==> src/rtl/mem_port_arbiter.sv <==
// ---------------------------------------------------------------------------
// mem_port_arbiter
//   Round-robin arbiter that shares one single-port synchronous memory between
//   port 0 (CPU sequence control) and port 1 (program loader / debug).
//   Each grant covers exactly one memory access and walks the fixed sequence
//   Idle -> Access -> Wait -> Release, so one access takes four cycles.
//
// Ports
//   Clk, Reset          : rising-edge clock, asynchronous active-low reset
//   Pn_Req/Wr/Addr/WData: request level, direction (1=write), address, data
//   Pn_Gnt              : port n owns the memory (Access through Release)
//   Pn_Ack, Pn_RData    : one-cycle completion pulse, read data valid with Ack
//   MEM_En, MEM_Wr      : memory enable (active low), write strobe (active low)
//   MEM_Addr, MEM_DIn   : registered address and write data
//   MEM_DOut            : memory read data, valid the cycle after the enabled edge
// ---------------------------------------------------------------------------
module mem_port_arbiter #(
  parameter int DataWidth = 16,
  parameter int AddrWidth = 10
) (
  input  logic                 Clk,
  input  logic                 Reset,
  input  logic                 P0_Req,
  input  logic                 P0_Wr,
  input  logic [AddrWidth-1:0] P0_Addr,
  input  logic [DataWidth-1:0] P0_WData,
  output logic                 P0_Gnt,
  output logic                 P0_Ack,
  output logic [DataWidth-1:0] P0_RData,
  input  logic                 P1_Req,
  input  logic                 P1_Wr,
  input  logic [AddrWidth-1:0] P1_Addr,
  input  logic [DataWidth-1:0] P1_WData,
  output logic                 P1_Gnt,
  output logic                 P1_Ack,
  output logic [DataWidth-1:0] P1_RData,
  output logic                 MEM_En,
  output logic                 MEM_Wr,
  output logic [AddrWidth-1:0] MEM_Addr,
  output logic [DataWidth-1:0] MEM_DIn,
  input  logic [DataWidth-1:0] MEM_DOut
);

  typedef enum logic [1:0] {
    S_Idle    = 2'd0,
    S_Access  = 2'd1,
    S_Wait    = 2'd2,
    S_Release = 2'd3
  } state_t;

  state_t                 state_r, state_s;
  logic                   last_grant_r, last_grant_s;
  logic                   winner_r, winner_s;   // port owning the current access
  logic                   wr_r, wr_s;           // latched direction of the current access
  logic                   mem_en_r, mem_en_s;
  logic                   mem_wr_r, mem_wr_s;
  logic [AddrWidth-1:0]   mem_addr_r, mem_addr_s;
  logic [DataWidth-1:0]   mem_din_r, mem_din_s;
  logic                   gnt0_r, gnt0_s, gnt1_r, gnt1_s;
  logic                   ack0_r, ack0_s, ack1_r, ack1_s;
  logic [DataWidth-1:0]   rdata0_r, rdata0_s, rdata1_r, rdata1_s;
  logic                   req_any_s;
  logic                   pick_s;

  // Round-robin pick: on a tie the port that did not win last time goes next.
  always_comb begin
    req_any_s = P0_Req | P1_Req;
    pick_s    = 1'b0;
    if (P0_Req && P1_Req) begin
      pick_s = ~last_grant_r;
    end else if (P1_Req) begin
      pick_s = 1'b1;
    end else begin
      pick_s = 1'b0;
    end
  end

  // Next-state and next-output logic; every register holds unless changed.
  always_comb begin
    state_s      = state_r;
    last_grant_s = last_grant_r;
    winner_s     = winner_r;
    wr_s         = wr_r;
    mem_en_s     = mem_en_r;
    mem_wr_s     = mem_wr_r;
    mem_addr_s   = mem_addr_r;
    mem_din_s    = mem_din_r;
    gnt0_s       = gnt0_r;
    gnt1_s       = gnt1_r;
    ack0_s       = ack0_r;
    ack1_s       = ack1_r;
    rdata0_s     = rdata0_r;
    rdata1_s     = rdata1_r;
    case (state_r)
      S_Idle: begin
        if (req_any_s) begin
          // Request fields are captured here; later changes are ignored.
          winner_s     = pick_s;
          last_grant_s = pick_s;
          gnt0_s       = ~pick_s;
          gnt1_s       = pick_s;
          mem_addr_s   = pick_s ? P1_Addr  : P0_Addr;
          mem_din_s    = pick_s ? P1_WData : P0_WData;
          wr_s         = pick_s ? P1_Wr    : P0_Wr;
          mem_wr_s     = ~(pick_s ? P1_Wr : P0_Wr);
          mem_en_s     = 1'b0;
          state_s      = S_Access;
        end else begin
          state_s = S_Idle;
        end
      end
      S_Access: begin
        // The memory samples at the edge closing this cycle.
        mem_en_s = 1'b1;
        mem_wr_s = 1'b1;
        state_s  = S_Wait;
      end
      S_Wait: begin
        if (winner_r) begin
          ack1_s = 1'b1;
          if (!wr_r) begin
            rdata1_s = MEM_DOut;
          end else begin
            rdata1_s = rdata1_r;
          end
        end else begin
          ack0_s = 1'b1;
          if (!wr_r) begin
            rdata0_s = MEM_DOut;
          end else begin
            rdata0_s = rdata0_r;
          end
        end
        state_s = S_Release;
      end
      S_Release: begin
        ack0_s  = 1'b0;
        ack1_s  = 1'b0;
        gnt0_s  = 1'b0;
        gnt1_s  = 1'b0;
        state_s = S_Idle;
      end
      default: begin
        // Unreachable encoding: drop all strobes and recover to idle.
        mem_en_s = 1'b1;
        mem_wr_s = 1'b1;
        gnt0_s   = 1'b0;
        gnt1_s   = 1'b0;
        ack0_s   = 1'b0;
        ack1_s   = 1'b0;
        state_s  = S_Idle;
      end
    endcase
  end

  // State and output registers; reset aborts any access and releases the memory.
  always_ff @(posedge Clk or negedge Reset) begin
    if (!Reset) begin
      state_r      <= S_Idle;
      last_grant_r <= 1'b1;
      winner_r     <= 1'b0;
      wr_r         <= 1'b0;
      mem_en_r     <= 1'b1;
      mem_wr_r     <= 1'b1;
      mem_addr_r   <= {AddrWidth{1'b0}};
      mem_din_r    <= {DataWidth{1'b0}};
      gnt0_r       <= 1'b0;
      gnt1_r       <= 1'b0;
      ack0_r       <= 1'b0;
      ack1_r       <= 1'b0;
      rdata0_r     <= {DataWidth{1'b0}};
      rdata1_r     <= {DataWidth{1'b0}};
    end else begin
      state_r      <= state_s;
      last_grant_r <= last_grant_s;
      winner_r     <= winner_s;
      wr_r         <= wr_s;
      mem_en_r     <= mem_en_s;
      mem_wr_r     <= mem_wr_s;
      mem_addr_r   <= mem_addr_s;
      mem_din_r    <= mem_din_s;
      gnt0_r       <= gnt0_s;
      gnt1_r       <= gnt1_s;
      ack0_r       <= ack0_s;
      ack1_r       <= ack1_s;
      rdata0_r     <= rdata0_s;
      rdata1_r     <= rdata1_s;
    end
  end

  assign MEM_En   = mem_en_r;
  assign MEM_Wr   = mem_wr_r;
  assign MEM_Addr = mem_addr_r;
  assign MEM_DIn  = mem_din_r;
  assign P0_Gnt   = gnt0_r;
  assign P1_Gnt   = gnt1_r;
  assign P0_Ack   = ack0_r;
  assign P1_Ack   = ack1_r;
  assign P0_RData = rdata0_r;
  assign P1_RData = rdata1_r;

endmodule

==> config.mk <==
export PLATFORM = sky130hd
export DESIGN_NAME = mem_port_arbiter
export DESIGN_NICKNAME = d
export VERILOG_FILES = /design/src/rtl/mem_port_arbiter.sv
export SDC_FILE = /design/constraint.sdc
export NUM_CORES = 1
export LEC_CHECK = 0
export ABC_AREA = 1
export CAP_MARGIN = 20
export CORE_MARGIN = 2
export CORE_UTILIZATION = 45
export CTS_BUF_LIST = sky130_fd_sc_hd__clkbuf_2
export CTS_CLUSTER_DIAMETER = 150
export DETAILED_ROUTE_END_ITERATION = 10
export GPL_TIMING_DRIVEN = 1
export PLACE_DENSITY = 0.87
export SYNTH_ARGS = -nofsm -noshare
export SYNTH_HDL_FRONTEND = slang
export SYNTH_SLANG_ARGS = --single-unit
==> constraint.sdc <==
create_clock -name Clk -period 3.45 [get_ports Clk]
set_clock_uncertainty 0.05 [all_clocks]
set_input_delay 1.035 -clock Clk [delete_from_list [all_inputs] [get_ports Clk]]
set_output_delay 1.035 -clock Clk [all_outputs]
set_load 0.05 [all_outputs]
==> results.toml, run 1 <==
[outcome]
status = "complete, no violations"

[worst_setup_path]
crit_path_max_fanout = 2
worst_r2r_path_depth = 6
crit_chain = "clkdlybuf4s50_1"
slowest_delay_ns = 0.80
start_kind = "register"
rr_startpoint = "state_r[0]"
end_kind = "primary output"
slowest_stage = "clkdlybuf4s50_1"
cp.buffers_inverters = 1
crit_arrival_ns = 1.82
rrSetupSlack_ns = 1.43
crit_required_ns = 2.36
path_class = "register to primary output"
critPathTopFamily = "buffers and inverters"
r2r_end = "P0_RData[5]"

[floorplan]
ioPinCount = 138
placementRows = 29
die-area_mm2 = 0.00715
coreArea_mm2 = 0.00631
die-height_um = 84.5
fp.dieW_um = 84.5
start_util_pct = 46.2

[grt]
grt_pass1_wl_um = 13000
grt_usage_pct = 22.8
grt_pass1_vias = 2677
overflow = 0
antenna_found_initial = 0
grt_start_max_net_pins = 42

[clock_network]
cts-hold-fix-buffers = 0
post_cts_buffers = 0
clock-sinks = 69
root_buffer = "clkbuf_2"
clkLatencyLatePin_ns = 0.44
cts_buffers = 9
cts_tree = "yes"
cts_buffer_depth = 2
cts_resized = 0
clk_pin_slew_ns = 0.17
htree_levels = 3

[route]
postRouteAntennaNets = 0
drt-total-wl_um = 8080
drt_first_pass_iters = 4
drc = 0
routedWlPerCell_um = 14.7
vias = 2731
viasPerCell = 4.98
dr.first_iter.drc_count = 215

[power]
vdd_drop_max_mv = 0.722
power_density_mw_per_mm2 = 1110
switchingPower_mw = 2.57
seqPwrFrac_pct = 29.5
pwr-share-comb_pct = 61.3
clkPwrFrac_pct = 9.2
p_leak_nw = 2.10
swShare_pct = 52.1
p_int_mw = 2.36

[worst_hold_path]
hold_path_depth = 2
min_to = "last_grant_r"
hold_start = "last_grant_r"
hold_path.class = "register to register"

[synth]
synth-seq-cells = 69
synth_top_cell_area_share_pct = 56.6
synthTopCellsByArea = "dfrtp_1 57%, nand2_1 14%, nand3_1 7.9%, o21ai_0 5.1%, inv_1 4.2%"
yosysWarnings = 0
netlist_area_mm2 = 0.00292
synth_nets = 409
synth_top_area_cell = "dfrtp_1"
seq_area_frac_synth_pct = 59.3
syn_inst = 331
synth.avg_cell_area_um2 = 8.82
ys_types = 19

[place]
gp_congestion = 0.796
io_buffer_count = 137
post-dp-hpwl_um = 5740
dpl_cell_area_mm2 = 0.00433

[timing]
slew_headroom_pct = 37.6
drv_slew = 0
holdWs_ns = 0.440
setup_viol = 0
rsz0062_at_grt = "no"
finalCritPeriodShare_pct = 84.1
tns_ns = 0
fin_crit_ns = 2.90
fmaxAchievable_mhz = 345
final_hold_viol_count = 0
tightest_slew_ns = 0.934

[finish]
final_cell_mix = "136 x clkdlybuf4s50_1, 105 x nand2_1, 66 x dfrtp_1, 46 x nand3_1, 33 x inv_1"
post-route-util_pct = 70.4
fill_cells = 504
layout_commonest_cell = "clkdlybuf4s50_1"
post-route-cell-area_mm2 = 0.00444
drive_gt1_share_pct = 6.16
num-nets-final = 544
area_growth_pct = 52.2
antenna_cells = 0

[job]
drv_cap = 0
==> metal layers <==
| metal | global-route usage [%] | part of all wire (%) | wire length [µm] | vias up |
|---|---|---|---|---|
| met5 | 0 | 0 | 0 | - |
| met4 | 10.2 | 2.3 | 182 | 0 |
| met3 | 4.42 | 5.5 | 445 | 17 |
| met2 | 37.1 | 50 | 4060 | 103 |
| met1 | 29.8 | 42 | 3390 | 1291 |
| li1 | - | - | - | 1320 |
==> cells by family after synthesis <==
logic type / synth area share, %
simple gates: 23.9
flops: 59.3
buf+inv: 7.37
compound gates: 7.76
fa+ha+maj: 1.71
==> power by group through the flow <==
stage / Combinational, mW / Clock, mW / Sequential, mW
after floorplan: 0.720 / 0 / 2.73
after global placement: 2.97 / 0 / 1.45
after detailed placement: 3.04 / 0 / 1.47
after CTS: 3.05 / 0.468 / 1.45
after global routing: 3.21 / 0.507 / 1.50
final: 3.02 / 0.452 / 1.46
==> area by class of cell <==
| type | instances | area [µm²] | area share [%] |
|---|---|---|---|
| clock buffers | 10 | 50.0 | 1.13 |
| flip-flops and latches | 69 | 1730 | 38.9 |
| inverters | 34 | 128 | 2.87 |
| repair buffers | 140 | 1400 | 31.5 |
| well taps | 77 | 96.3 | 2.17 |
| clock inverters | 6 | 63.8 | 1.44 |
| multi-input cells | 212 | 973 | 21.9 |
==> how the worst max path moves through the flow <==
stage | from | endpoint | slack (ns) | cells after the start
floorplan | P0_Req | MEM_Addr[0] | 1.70 | 6
global route | MEM_Wr | MEM_Wr | 0.44 | 1
global placement | P1_Req | P1_Gnt | 0.74 | 5
finish | MEM_Wr | MEM_Wr | 0.55 | 1
detailed placement | P1_Req | MEM_DIn[5] | 0.69 | 5
CTS | MEM_Wr | MEM_Wr | 0.49 | 1
==> synth_stat cells <==
library cell  instances
dfstp_2               3
nor2_2                1
nand2_2               1
o21ai_1               8
dfrtp_1              66
buf_2                10
buf_6                 2
nor2_1               10
o22ai_1               2
inv_1                33
clkbuf_1              4
o21ai_2               1
o211ai_1              2
o21ai_0              30
nand2_1             105
nor2_4                2
nand3_1              46
ha_1                  4
inv_2                 1
==> registers in the layout, summed over array words and instances (netlist names), 2 cells and up <==
signal	count
P1_RData	16
MEM_DIn	16
state_r	2
MEM_Addr	10
P0_RData	16
==> stage by stage <==
step | std cells | total power, mW | setup WS (ns)
after floorplan | 331 | 3.45 | 1.70
after global placement | 532 | 4.42 | 0.742
after detailed placement | 532 | 4.51 | 0.688
after CTS | 548 | 4.97 | 0.492
after global routing | 548 | 5.21 | 0.443
final | 548 | 4.93 | 0.549
Note: power is estimated with default switching activity, not from simulation.
==> run 2, diff against run 1 <==
- CORE_UTILIZATION: 45 -> 42
- PLACE_DENSITY: 0.87 -> 0.82
- clock period: 3.45 -> 3 ns (I/O delays scaled with it)
==> run 2 against run 1 <==
  * First-iteration DRC count decreased by 37%
  * Power increased by 13%
  * Count of clock-buffer cells in the layout decreased by 1
  * Core utilization decreased by 4.8 points
  * Register-to-register slack got worse by 0.43 ns
  * Via count decreased by 1.9%
  * Clock power decreased by 3%
  * Largest power group unchanged
==> results.toml, run 2 (synthesized netlist as in run 1, its figures left out) <==
[floorplan]
coreArea_mm2 = 0.00676
ioPinCount = 138
die-height_um = 87.4
die-area_mm2 = 0.00763
start_util_pct = 43.2
placementRows = 30
fp.dieW_um = 87.4

[finish]
num-nets-final = 545
final_cell_mix = "136 x clkdlybuf4s50_1, 105 x nand2_1, 66 x dfrtp_1, 46 x nand3_1, 33 x inv_1"
area_growth_pct = 51.7
drive_gt1_share_pct = 6.14
layout_commonest_cell = "clkdlybuf4s50_1"
post-route-cell-area_mm2 = 0.00443
antenna_cells = 0
fill_cells = 577

[timing]
rsz0062_at_grt = "no"
final_hold_viol_count = 0
fmaxAchievable_mhz = 357
slew_headroom_pct = 37.5
tightest_slew_ns = 0.936
setup_ws_ns = 0.200
tns_ns = 0
finalCritPeriodShare_pct = 93.3
setup_viol = 0
fin_crit_ns = 2.80
drv_slew = 0

[outcome]
status = "complete, no violations"

[worst_setup_path]
crit_chain = "clkdlybuf4s50_1"
crit_required_ns = 2.05
path_class = "register to primary output"
critPathTopFamily = "buffers and inverters"
slowest_stage = "clkdlybuf4s50_1"
start_kind = "register"
crit_path_max_fanout = 2
cp.buffers_inverters = 1
crit_arrival_ns = 1.85
slowest_delay_ns = 0.80
end_kind = "primary output"

[route]
viasPerCell = 4.85
drt_first_pass_iters = 5
routedWlPerCell_um = 14.4
dr.first_iter.drc_count = 135
postRouteAntennaNets = 0
drc = 0
vias = 2678
drt-total-wl_um = 7930

[job]
drv_cap = 0

[clock_network]
cts-hold-fix-buffers = 0
clkLatencyLatePin_ns = 0.47
post_cts_buffers = 0
root_buffer = "clkbuf_2"
htree_levels = 3
clk_pin_slew_ns = 0.20
cts_buffer_depth = 2
cts_buffers = 9
cts_tree = "yes"
clock-sinks = 69
cts_resized = 0

[grt]
grt_start_max_net_pins = 44
gr-usage-met1_pct = 26.9
grt_pass1_wl_um = 12500
grt_usage_pct = 21.2
antenna_found_initial = 0
top_usage_layer = "met2"
met3_usage_pct = 3.89
use_met2_pct = 35.3
grt_pass1_vias = 2556
overflow = 0

[power]
power.total_mw = 5.59
power_density_mw_per_mm2 = 1260
vdd_drop_max_mv = 0.699
p_leak_nw = 2.09

[place]
post-dp-hpwl_um = 5670
gp_congestion = 0.802
pre_cts_ws_ns = 0.467
dpl_cell_area_mm2 = 0.00434
io_buffer_count = 137

[worst_hold_path]
hold_path.class = "input port to async pin"
==> run 2: cell count changes in the layout (fill, tap and decap cells not counted) <==
cell,change
clkinv_1,+1
bufinv_16,-1
clkinv_2,+1
clkbuf_2,-1
buf_4,+1
==> run 2: worst paths after layout <==
check / startpoint / endpoint / slack, ns / depth (start not counted)
worst min-delay path: Reset / P1_RData[8] / 0.32 / 2
max in group asynchronous: Reset / last_grant_r / 2.07 / 2
min in group Clk: last_grant_r / last_grant_r / 0.43 / 2
worst max register to register: state_r[0] / P1_RData[9] / 1.00 / 6
worst max-delay path: MEM_Wr / MEM_Wr / 0.20 / 1
worst min register to register: last_grant_r / last_grant_r / 0.43 / 2
==> run 2: per-stage QoR <==
stage | instances | util [%] | hold WS, ns
after floorplan | 331 | - | 0.397
after global placement | 536 | 64.2 | 0.411
after detailed placement | 536 | 64.2 | 0.417
after CTS | 552 | 65.5 | 0.302
after global routing | 552 | 65.5 | 0.302
final | 552 | 65.5 | 0.322
==> run 2: per-layer routing <==
metal | share of wire, % | up-vias | wire, µm
met1 | 43 | 1255 | 3370
met3 | 4.2 | 19 | 330
li1 | - | 1324 | -
met4 | 3.1 | 0 | 244
met2 | 50 | 80 | 3980
met5 | 0 | - | 0
==> run 2: cell type report <==
type | instances | area [µm²] | area share [%]
Multi-Input combinational cell | 212 | 973 | 22.0
Inverter | 34 | 128 | 2.88
Clock inverter | 7 | 42.5 | 0.961
Timing Repair Buffer | 141 | 1410 | 31.8
Clock buffer | 9 | 45.0 | 1.02
Sequential cell | 69 | 1730 | 39.1
Tap cell | 80 | 100 | 2.26
==> run 2: power breakdown <==
part | switching [mW] | internal (mW) | total, mW
Clock | 0.334 | 0.103 | 0.437
Sequential | 0.266 | 1.41 | 1.67
Combinational | 2.35 | 1.13 | 3.48
